## src/rtl/mux_arbiter_4.sv

```systemverilog
// Round-robin arbiter and sequencer for a 4:1 shared bus: grants one requester at a
// time, drives the registered mux select, and registers the selected data with a valid flag.
module mux_arbiter_4 #(
  parameter int size     = 16,
  parameter int MAX_HOLD = 8
) (
  input  logic            clk,
  input  logic            rst,
  input  logic [3:0]      req,
  input  logic [size:1]   in1,
  input  logic [size:1]   in2,
  input  logic [size:1]   in3,
  input  logic [size:1]   in4,
  output logic [3:0]      gnt,
  output logic [1:0]      sel,
  output logic [size:1]   out,
  output logic            out_valid
);

  localparam int CW = (MAX_HOLD == 0) ? 1 : $clog2(MAX_HOLD + 1);
  localparam logic [CW-1:0] HOLD_LIM = CW'(MAX_HOLD);
  localparam bit LIMITED = (MAX_HOLD != 0);

  typedef enum logic {IDLE, GRANT} state_t;

  state_t        r_state, w_stateNext;
  logic [1:0]    r_owner, w_ownerNext;
  logic [1:0]    r_last, w_lastNext;
  logic [CW-1:0] r_cnt, w_cntNext;
  logic [3:0]    r_gnt, w_gntNext;
  logic [1:0]    r_sel, w_selNext;
  logic [size:1] r_out, w_outNext;
  logic          r_valid, w_validNext;

  logic [1:0]    w_pick;
  logic [1:0]    w_cand;
  logic          w_found;
  logic          w_release;

  // Rotating priority search starting just after the previous owner.
  always_comb begin
    w_pick  = r_last;
    w_cand  = r_last;
    w_found = 1'b0;
    for (int k = 1; k <= 4; k++) begin
      w_cand = r_last + 2'(k);
      if (!w_found && req[w_cand]) begin
        w_pick  = w_cand;
        w_found = 1'b1;
      end
    end
  end

  assign w_release = !req[r_owner] || (LIMITED && (r_cnt == HOLD_LIM));

  always_ff @(posedge clk) begin
    if (rst) begin
      r_state <= IDLE;
      r_owner <= 2'd0;
      r_last  <= 2'd3;
      r_cnt   <= '0;
      r_gnt   <= 4'b0000;
      r_sel   <= 2'd0;
      r_out   <= '0;
      r_valid <= 1'b0;
    end else begin
      r_state <= w_stateNext;
      r_owner <= w_ownerNext;
      r_last  <= w_lastNext;
      r_cnt   <= w_cntNext;
      r_gnt   <= w_gntNext;
      r_sel   <= w_selNext;
      r_out   <= w_outNext;
      r_valid <= w_validNext;
    end
  end

  // Every release drops to IDLE, so a new grant always follows a one-cycle bubble.
  always_comb begin
    w_stateNext = r_state;
    w_ownerNext = r_owner;
    w_lastNext  = r_last;
    w_cntNext   = r_cnt;
    case (r_state)
      IDLE: begin
        if (w_found) begin
          w_stateNext = GRANT;
          w_ownerNext = w_pick;
          w_lastNext  = w_pick;
          w_cntNext   = CW'(1);
        end
      end
      GRANT: begin
        if (w_release) begin
          w_stateNext = IDLE;
          w_cntNext   = '0;
        end else if (!(&r_cnt)) begin
          w_cntNext = r_cnt + CW'(1);
        end
      end
      default: w_stateNext = IDLE;
    endcase
  end

  always_comb begin
    w_gntNext   = (w_stateNext == GRANT) ? (4'b0001 << w_ownerNext) : 4'b0000;
    w_selNext   = (r_state == IDLE && w_found) ? w_pick : r_sel;
    w_validNext = (r_state == GRANT);
    w_outNext   = r_out;
    if (r_state == GRANT) begin
      case (r_sel)
        2'd0:    w_outNext = in1;
        2'd1:    w_outNext = in2;
        2'd2:    w_outNext = in3;
        default: w_outNext = in4;
      endcase
    end
  end

  assign gnt       = r_gnt;
  assign sel       = r_sel;
  assign out       = r_out;
  assign out_valid = r_valid;

endmodule

```

## config.mk

```make
export PLATFORM = sky130hd
export DESIGN_NAME = mux_arbiter_4
export DESIGN_NICKNAME = d
export VERILOG_FILES = /design/src/rtl/mux_arbiter_4.sv
export SDC_FILE = /design/constraint.sdc
export NUM_CORES = 1
export LEC_CHECK = 0
export CAP_MARGIN = 20
export CELL_PAD_IN_SITES_DETAIL_PLACEMENT = 1
export CELL_PAD_IN_SITES_GLOBAL_PLACEMENT = 1
export CORE_MARGIN = 2
export CORE_UTILIZATION = 35
export CTS_CLUSTER_SIZE = 10
export DETAILED_ROUTE_END_ITERATION = 10
export DONT_BUFFER_PORTS = 1
export GPL_TIMING_DRIVEN = 0
export PLACE_DENSITY = 0.69
export SETUP_SLACK_MARGIN = 0.05
export SKIP_LAST_GASP = 1
export SLEW_MARGIN = 20
export SYNTH_ARGS = -nofsm -noshare
export SYNTH_HDL_FRONTEND = slang
export SYNTH_SLANG_ARGS = --single-unit
export TNS_END_PERCENT = 30
```

## constraint.sdc

```tcl
create_clock -name clk -period 2 [get_ports clk]
set_clock_uncertainty 0.2 [all_clocks]
set_input_delay 0.5 -clock clk [delete_from_list [all_inputs] [get_ports clk]]
set_output_delay 0.5 -clock clk [all_outputs]
set_load 0.02 [all_outputs]
```

Word level (Yosys, flattened, before mapping)
Index checks and enable logic that the tools add are counted.
W data, S select, Z words.
{"block": "word_totals", "output_inout_bits": 23, "input_bits": 70, "regBits": 32, "wordCells": 67}
{"block": "op_classes", "n_lt_le_gt_ge": 5, "n_bitwise": 2, "n_addsub": 4, "shift": 1, "eq_ne": 5, "n_reduce_logical": 14, "n_mux": 28}
{"cell": "$pmux W16 S3", "n": 1}
{"cell": "$lt A2 B3 Y1 const B", "n": 5}
{"cell": "$mux W2", "n": 6}
{"cell": "$mux W4", "n": 3}
{"cell": "$mux W1", "n": 11}
{"cell": "$bmux W1 S2", "n": 5}
{"cell": "$pmux W4 S2", "n": 1}
{"cell": "$add A2 B2 Y2 const B", "n": 2}
{"cell": "$add A4 B1 Y4 const B", "n": 1}
{"cell": "$eq A4 B4 Y1 const B", "n": 1}
{"cell": "$logic_and A1 B1 Y1", "n": 4}
{"cell": "$logic_not A1 Y1", "n": 4}
{"cell": "$reduce_and A2 Y1", "n": 2}
{"cell": "$reduce_and A4 Y1", "n": 1}
{"cell": "$shl A1 B2 Y4 const A", "n": 1}
{"cell": "$ne A3 B3 Y1 const B", "n": 1}
{"cell": "$add A2 B1 Y2 const B", "n": 1}
{"cell": "$eq A2 B1 Y1 const B", "n": 1}
{"cell": "$eq A2 B2 Y1 const B", "n": 1}
{"cell": "$logic_not A2 Y1", "n": 1}
{"cell": "$ne A2 B2 Y1 const B", "n": 1}
{"cell": "$not A1 Y1", "n": 2}
{"cell": "$pmux W1 S2", "n": 1}
{"cell": "$reduce_or A2 Y1", "n": 1}
{"cell": "$logic_or A1 B1 Y1", "n": 1}

Depth between registers and ports, before layout
Gate-level depths: netlist of run 1.
{"block": "depth", "ltp_word": 17, "depth_mapped": 7}

Least setup slack after synthesis of run 1
No wires, ideal clock.
{"block": "synth_path", "kind": "flip-flop to flip-flop", "startpoint": "register r_sel[0] (netlist: sel[0])", "endpoint": "register r_out (netlist bit out[16])", "slack_ns": 0.059, "arrival_time_ns": 1.613, "path_stages_with_launch": 6, "required_time_ns": 1.672, "cell_sequence": "dfxtp_1 buf_2 buf_4 mux4_2 mux2i_1 nor2_1"}
{"block": "synth_via", "elab_chain_len": 2}
{"element": "start, declared", "line": "31", "text": "logic [1:0] r_sel, w_selNext;"}
{"element": "start signal, assigned", "line": "72", "text": "r_sel <= w_selNext;"}
{"element": "$eq A2 B2 Y1, or another cell as far along", "line": "111", "text": "case (r_sel)"}
{"element": "$pmux W16 S3 *", "line": "111"}
{"element": "end signal, assigned", "line": "73", "text": "r_out <= w_outNext;"}
{"element": "end, declared", "line": "32", "text": "logic [size:1] r_out, w_outNext;"}
Every way passes the cells marked *; elsewhere a longest branch is shown, timed or not.
A chain may end at the register's enable or synchronous reset.

Final worst setup path of run 1
{"block": "layout_path", "startpoint": "register r_owner[1]", "endpoint": "register r_gnt[1] (netlist: gnt[1])"}
{"block": "layout_via", "elab_chain_len": 8}
{"element": "start, declared", "line": "27", "text": "logic [1:0] r_owner, w_ownerNext;"}
{"element": "start signal, assigned", "line": "68", "text": "r_owner <= w_ownerNext;"}
{"element": "$bmux W1 S2", "line": "54", "text": "assign w_release = !req[r_owner] || (LIMITED && (r_cnt == HOLD_LIM));"}
{"element": "$mux W1 (implied by the code)", "line": "54"}
{"element": "$logic_not A1 Y1", "line": "54"}
{"element": "$logic_or A1 B1 Y1", "line": "54"}
{"element": "$mux W1", "line": "94", "text": "if (w_release) begin"}
{"element": "$pmux W1 S2", "line": "84", "text": "case (r_state)"}
{"element": "$not A1 Y1 (no source line)"}
{"element": "$reduce_or A2 Y1 (no source line)"}
{"element": "end signal, assigned", "line": "71", "text": "r_gnt <= w_gntNext;"}
{"element": "end, declared", "line": "30", "text": "logic [3:0] r_gnt, w_gntNext;"}
Several ways; a longest one is shown, not always the timed one. The select of a mux whose other input is x is not followed.

==> results of run 1 <==
==> final timing paths <==
kind | endpoint | slack (ns) | cells after the start
worst min-delay path | r_cnt[1] | 0.32 | 2
worst max-delay path | gnt[1] | 0.14 | 5
worst min register to register | r_cnt[1] | 0.32 | 2
worst max register to register | gnt[1] | 0.14 | 5
==> cells in the mapped netlist, types with 3 or more instances <==
cell | n | area share (%)
dfxtp_1 | 32 | 38
nor2_1 | 26 | 5.8
mux4_2 | 17 | 23
mux2i_1 | 16 | 9.5
inv_1 | 6 | 1.3
nor3_1 | 4 | 1.2
a21oi_1 | 3 | 0.89
buf_2 | 3 | 0.89
clkbuf_1 | 3 | 0.67
nand2_1 | 3 | 0.67
nand3_1 | 3 | 0.89
==> layer usage <==
metal,part of all wire [%],wire [um],vias up,global-route usage [%]
met5,0,0,-,0
li1,-,-,587,-
met2,51,2263,55,28.27
met1,40,1761,616,20.38
met4,1.1,51,0,5.455
met3,8.3,370,4,6.859
==> stage by stage <==
step / cell area, um2 / hold slack (ns) / util (%) / power (uW)
2_1_floorplan: 1690 / 0.2711 / - / 1106
3_3_place_gp: 1758 / 0.2907 / 37.47 / 1161
3_5_place_dp: 1758 / 0.3052 / 37.47 / 1181
4_1_cts: 1861 / 0.3171 / 39.65 / 1688
5_1_grt: 1874 / 0.3527 / 39.95 / 1764
6_report: 1874 / 0.3157 / 39.95 / 1673
==> worst reg2reg max path, stage by stage (launching register included) <==
cell and delay [ns]:
dfxtp_1 0.36, mux4_2 0.58, and3_4 0.22, o21ai_4 0.15
inv_2 0.06, and4_1 0.19
==> layout make-up <==
| cell class | count | area [um2] | share of cell area, % |
|---|---|---|---|
| multi-input combinational | 104 | 980.9 | 52.34 |
| sequential | 32 | 645.6 | 34.45 |
| clock buffer | 5 | 68.82 | 3.672 |
| tap | 54 | 67.56 | 3.605 |
| buffer | 9 | 66.31 | 3.538 |
| inverter | 7 | 26.28 | 1.402 |
| clock inverter | 3 | 18.77 | 1.001 |
==> registers in the layout, summed over array words and instances, names as in the netlist <==
signal and count:
out 16, gnt 4, r_cnt 4, r_last 2, r_owner 2, sel 2
out_valid 1, r_state 1
==> kinds of logic (layout without fill, tap and decap cells) <==
family / Yosys count / after routing / share of synthesized area (%)
AO/OA/AOI/OAI: 20 / 20 / 9.993
adder cells (fa/ha/maj): 2 / 2 / 1.480
flip-flops: 32 / 32 / 37.90
buffers and inverters: 16 / 24 / 4.070
multiplexers: 33 / 33 / 32.12
AND/OR/NAND/NOR: 49 / 49 / 14.43
==> layout by cell type, fill, tap and decap left out, types with 2 or more instances in the layout <==
cell       n
clkinv_2   2
inv_1      6
buf_2      2
nand3b_1   2
mux2i_1   16
and4_1     2
nand3_1    3
mux4_2    17
nor2b_1    2
dfxtp_1   30
ha_1       2
nand2b_1   2
buf_8      2
a22oi_1    2
nand2_1    3
nor3_1     4
nor2_1    26
a311oi_1   2
clkbuf_1   3
clkbuf_8   5
a21oi_1    3
==> repair_timing <==
action | 4_1_cts | 5_1_grt
hold endpoints to repair | 0 | 0
gates resized for setup | 6 | 6
gates cloned | 0 | 0
setup endpoints to repair | 9 | 2
==> power groups by stage <==
stage          Sequential [uW]  Clock (uW)  Combinational, uW
6_report                   810         492                370
5_1_grt                    818         539                407
4_1_cts                    810         511                368
3_5_place_dp               823           0                358
3_3_place_gp               820           0                341
2_1_floorplan              805           0                301
==> impl_results.md, run 1 <==
- Vertical die dimension: around 73 um
- Power Dens Cells: 892.4 nW/um2
- Share of synthesized registers carrying an async set or reset: 0%
- Number of buffers between clock root and the deepest sink: 2
- Number of buffers added on ports: 0
- Cell area after synthesis: ~1700 um2
- Crit path cell chain: mux4_2 > and3_4 > o21ai_4 > inv_2 > and4_1
- DR vias/cell: 5.897
- Number of enable-type register cells in the synthesized netlist: 0
- Setup violations, final: 0
- Clock slew at the register clock pins of the worst setup and hold paths: 0.07 ns
- Root cell of the clock tree: clkbuf_8
- RSZ-0062 raised after global routing: no
- Via count of the first global-routing pass: around 1300
- Count of inserted antenna diode cells: 0
- Placeable Area: 4692 um2
- Slew Limit Headroom: about two thirds
- Syn Nets: approximately 220
- Count of unique library cells instantiated by Yosys: 40
- Hold Violations, Final: 0
- Switching pwr: 531.1 uW
- Clock power share: between 20% and 30%
- P&R area growth vs syn: 10.88%
- Avg Cell Area, Syn: 11.12 um2
- Result of the run: finished, final reports clean
- Total of warnings raised by yosys: 0
- MaxCap Viol Count: 0
- Final critical delay including setup and external delays: 1.859 ns
- Count of unresolved DRC violations after routing: 0
- Type of destination of the critical path: flip-flop
- Worst path top cell family by delay: multiplexers
- Fin nets: 231
- I/O pin cnt: 93
- Maximum number of pins on one net before global-route repair: 12
- Die Wd: between 70 and 80 um
- Clock latency on the worst-skew pair: 0.29 ns
- Number of buffers created by CTS: 5
- Hold buffer count at cts: 0
- Slew @ Worst Pin: 0.5015 ns
- Via Count: ~1300
- Slew Viols, Final: 0
- Required time of the critical path: 1.98 ns
- Max stage delay on crit path: 0.58 ns
- Wire length of the first global-routing pass: 6782 um
- Master of the slowest instance on the critical path: mux4_2
- Share of cells above drive strength 1: 25.00%
- Maximum level of the CTS H-tree: 2
- Post-DR wirelength/cell: 20.78 um
- GRT Total Usage: 17.14%
- Postcts setup bufs: 0
- Post-detailed-routing wire length: roughly 4400 um
- Post-synthesis sequential area ratio: 37.90%
- Placed wire-length estimate after detailed placement: 3575 um
- Register bit count reported by yosys: 32
- Post-place setup slack: -0.2528 ns
- Worst setup path startpoint: r_owner[1]
- Most used flip-flop cell after synthesis: dfxtp_1
- Total Negative Setup Slacks: 0 ns
- Routability Congestion: 0.7862
- Final Worst Setup Slack: 0.1408 ns
- Initial standard-cell utilization of the core: about 36%
- Aggregate global routing overflow: 0
- Crit-path max FO: 4
- Startpoint type of the worst setup path: flip-flop
- Crit path buffers/inverters: 1
- Internal power: 1142 uW
- Arrival time at the worst endpoint: 1.84 ns
- Number of antenna violations at the first check in global routing: 0
- Worst vdd ir: slightly below 0.0004 V
- Count of routing violations after the opening detailed-route iteration: 58
- Tcrit/Tclk final: 92.96%
- Start point of the worst min-delay path: r_cnt[1]
- Number of iterations in the first detailed-routing pass: 4
- Worst Setup Path Type: reg2reg
- Flop pwr share: 48.5%
- Placed Instances: just over 200
- Switching power share of the total: 31.75%
- TritonCTS clock tree: built
- Count of fill cells added during filler insertion: around 530
- Synthesized instance count: 152
- Part of the power in combinational logic: 22.1%
- Leakage power figure: 0.0006974 uW
- Placement row count: 25
- Min-Delay Path Class: reg2reg
- Post-route insts no fill: between 200 and 250
- Sink Count: 32
- Die footprint: 5402 um2
- Post-DRT Antenna Nets: 0
- Max Freq: 0.5379 GHz
- Beginning of the worst register-to-register path: r_owner[1]
Power figures use the tool's default switching activity.
==> run 2: changes to the inputs <==
--- a/config.mk
+++ b/config.mk
@@ -8,6 +8,7 @@
 export CAP_MARGIN = 20
 export CELL_PAD_IN_SITES_DETAIL_PLACEMENT = 1
 export CELL_PAD_IN_SITES_GLOBAL_PLACEMENT = 1
+export CORE_ASPECT_RATIO = 1.1
 export CORE_MARGIN = 2
 export CORE_UTILIZATION = 35
 export CTS_CLUSTER_SIZE = 10
==> impl_results.md, run 2 (synthesized netlist as in run 1, its figures left out) <==
- Result of the run: finished, final reports clean (unchanged)
- Post-detailed-routing wire length: 4277 um (was 4447 um)
- Routability Congestion: 0.8108 (was 0.7862)
- Clock latency on the worst-skew pair: 0.27 ns (was 0.29 ns)
- Required time of the critical path: 1.96 ns (was 1.98 ns)
- Setup slack, reg-to-reg: 0.14 ns (about the same)
- Hold buffer count at cts: 0 (unchanged)
- DR vias/cell: 6.085 (was 5.897)
- Worst vdd ir: 0.0003030 V (was 0.0003903 V)
- RSZ-0062 raised after global routing: yes (was no)
- Placeable Area: 4652 um2 (was 4692 um2)
- Arrival time at the worst endpoint: 1.82 ns (was 1.84 ns)
- Min-Delay Path Depth: 2 (unchanged)
- Count of routing violations after the opening detailed-route iteration: 34 (was 58)
- GRT Total Usage: 16.10% (was 17.14%)
- Hold Violations, Final: 0 (unchanged)
- WHS Endpoint: r_cnt[1] (unchanged)
- Type of destination of the critical path: flip-flop (unchanged)
- Power Dens Cells: 868.2 nW/um2 (was 892.4 nW/um2)
- Fin nets: 231 (unchanged)
- Post-DRT Antenna Nets: 0 (unchanged)
- Most common cell after layout, fill and taps aside: dfxtp_1 (unchanged)
- Clock slew at the register clock pins of the worst setup and hold paths: 0.06 ns (was 0.07 ns)
- Capturing point of the worst reg2reg path: gnt[1] (unchanged)
- Aggregate global routing overflow: 0 (unchanged)
- Number of buffers between clock root and the deepest sink: 2 (unchanged)
- Slew @ Worst Pin: 0.4786 ns (was 0.5015 ns)
- Via Count: 1296 (was 1262)
- Maximum number of pins on one net before global-route repair: 11 (was 12)
- Count of fill cells added during filler insertion: 513 (was 531)
- Number of buffers created by CTS: 5 (unchanged)
- Number of buffers added on ports: 0 (unchanged)
- TritonCTS clock tree: built (unchanged)
- Beginning of the worst register-to-register path: r_owner[1] (unchanged)
- Wire length of the first global-routing pass: 6768 um (was 6782 um)
- Final Core Density: 39.83% (was 39.95%)
- Via count of the first global-routing pass: 1353 (was 1334)
- Number of antenna violations at the first check in global routing: 0 (unchanged)
- Final critical delay including setup and external delays: 1.864 ns (was 1.859 ns)
- Tcrit/Tclk final: 93.19% (was 92.96%)
- Maximum level of the CTS H-tree: 2 (unchanged)
- Max Freq: 0.5365 GHz (was 0.5379 GHz)
- Number of iterations in the first detailed-routing pass: 4 (unchanged)
- Min-Delay Path Class: reg2reg (unchanged)
- Worst Setup Path Type: reg2reg (unchanged)
- Die footprint: 5402 um2 (about the same)
- Share of cells above drive strength 1: 24.20% (was 25.00%)
- Setup violations, final: 0 (unchanged)
- I/O pin cnt: 93 (unchanged)
- Root cell of the clock tree: clkbuf_8 (unchanged)
- MaxCap Viol Count: 0 (unchanged)
- Placement row count: 26 (was 25)
- Sink Count: 32 (unchanged)
- Vertical die dimension: 76.89 um (was 73.50 um)
- Start point of the worst min-delay path: r_cnt[1] (unchanged)
- Die Wd: 70.26 um (was 73.50 um)
- Slew Limit Headroom: 68.09% (was 66.29%)
- Startpoint type of the worst setup path: flip-flop (unchanged)
- Highest-count cells in the layout ignoring fill and taps: dfxtp_1 (30), nor2_1 (26), mux4_2 (17), mux2i_1 (16), inv_1 (6) (unchanged)
- Post-DR wirelength/cell: 20.08 um (was 20.78 um)
- P&R area growth vs syn: 9.623% (was 10.88%)
- Depth of the most critical reg-to-reg path: 5 (unchanged)
- Placed wire-length estimate after detailed placement: 3419 um (was 3575 um)
- Initial standard-cell utilization of the core: 36.34% (was 36.03%)
- Post-route cell area: 1853 um2 (was 1874 um2)
- Crit-path max FO: 4 (unchanged)
- Total placed instance area: 1760 um2 (was 1758 um2)
- Max FFs per register: 16 (unchanged)
- Leakage power figure: 0.0006830 uW (was 0.0006974 uW)
- Count of inserted antenna diode cells: 0 (unchanged)
- Slew Viols, Final: 0 (unchanged)
- Count of unresolved DRC violations after routing: 0 (unchanged)
run 2: cell count changes in the layout (fill, tap and decap cells not counted):
cell      change
a22oi_2       +1
a22oi_1       -1
dfxtp_2       +1
dfxtp_4       -1
clkinv_2      -2
clkinv_4      -1
buf_6         +2
buf_8         -2
run 2: critical path: stages, from the launching register on:
cell	delay [ns]
dfxtp_2	0.35
mux4_2	0.56
and3_4	0.22
o21ai_4	0.15
inv_2	0.06
and4_1	0.20
run 2: layout make-up:
cell class	instances	area, um2	area share (%)
plain buffers	9	58.81	3.174
well taps	56	70.07	3.781
clock buffers	5	68.82	3.714
inverters	7	26.28	1.418
flip-flops and latches	32	643.1	34.71
multi-input cells	104	985.9	53.21
run 2: per-layer routing:
metal  up-vias  part of all wire [%]  wire length, um  track usage [%]
met5         -                     0                0                0
met4         0                   2.1               91            6.923
met3        11                   7.6              326            6.570
met2        62                    52             2232            27.17
met1       641                    38             1627            17.67
li1        582                     -                -                -
run 2: worst max path at each step:
| stage | slack (ns) | to | start | depth (start not counted) |
|---|---|---|---|---|
| 3_5_place_dp | -0.20 | out[1] | sel[1] | 5 |
| 3_3_place_gp | -0.13 | out[15] | sel[1] | 5 |
| 5_1_grt | 0.05 | out[3] | sel[0] | 5 |
| 4_1_cts | 0.08 | out[1] | sel[0] | 5 |
| 2_1_floorplan | 0.06 | out[16] | sel[0] | 5 |
| 6_report | 0.14 | gnt[1] | r_owner[1] | 5 |
run 2: where the power goes:
part           switching (uW)  internal [uW]  total (uW)
clock network             209            224         433
logic                     173            194         366
registers                 107            702         809
total                     489           1120        1610
run 2: through the flow:
stage                     TNS [ns]  total power, uW  hold slack, ns  worst slack [ns]  std cells
after detailed placement    -1.525             1179          0.3111           -0.2032        208
after floorplan                  0             1106          0.2711           0.05892        152
after global routing             0             1698          0.3519           0.04761        213
after global placement      -1.041             1163          0.2922           -0.1276        208
after CTS                        0             1626          0.3218           0.07715        213
final                            0             1609          0.3250            0.1361        213
run 2: what timing repair did:
action	in CTS	in global routing
setup buffers	0	0
resized for setup	5	5
endpoints found under the setup margin	9	10
pin swaps	0	0
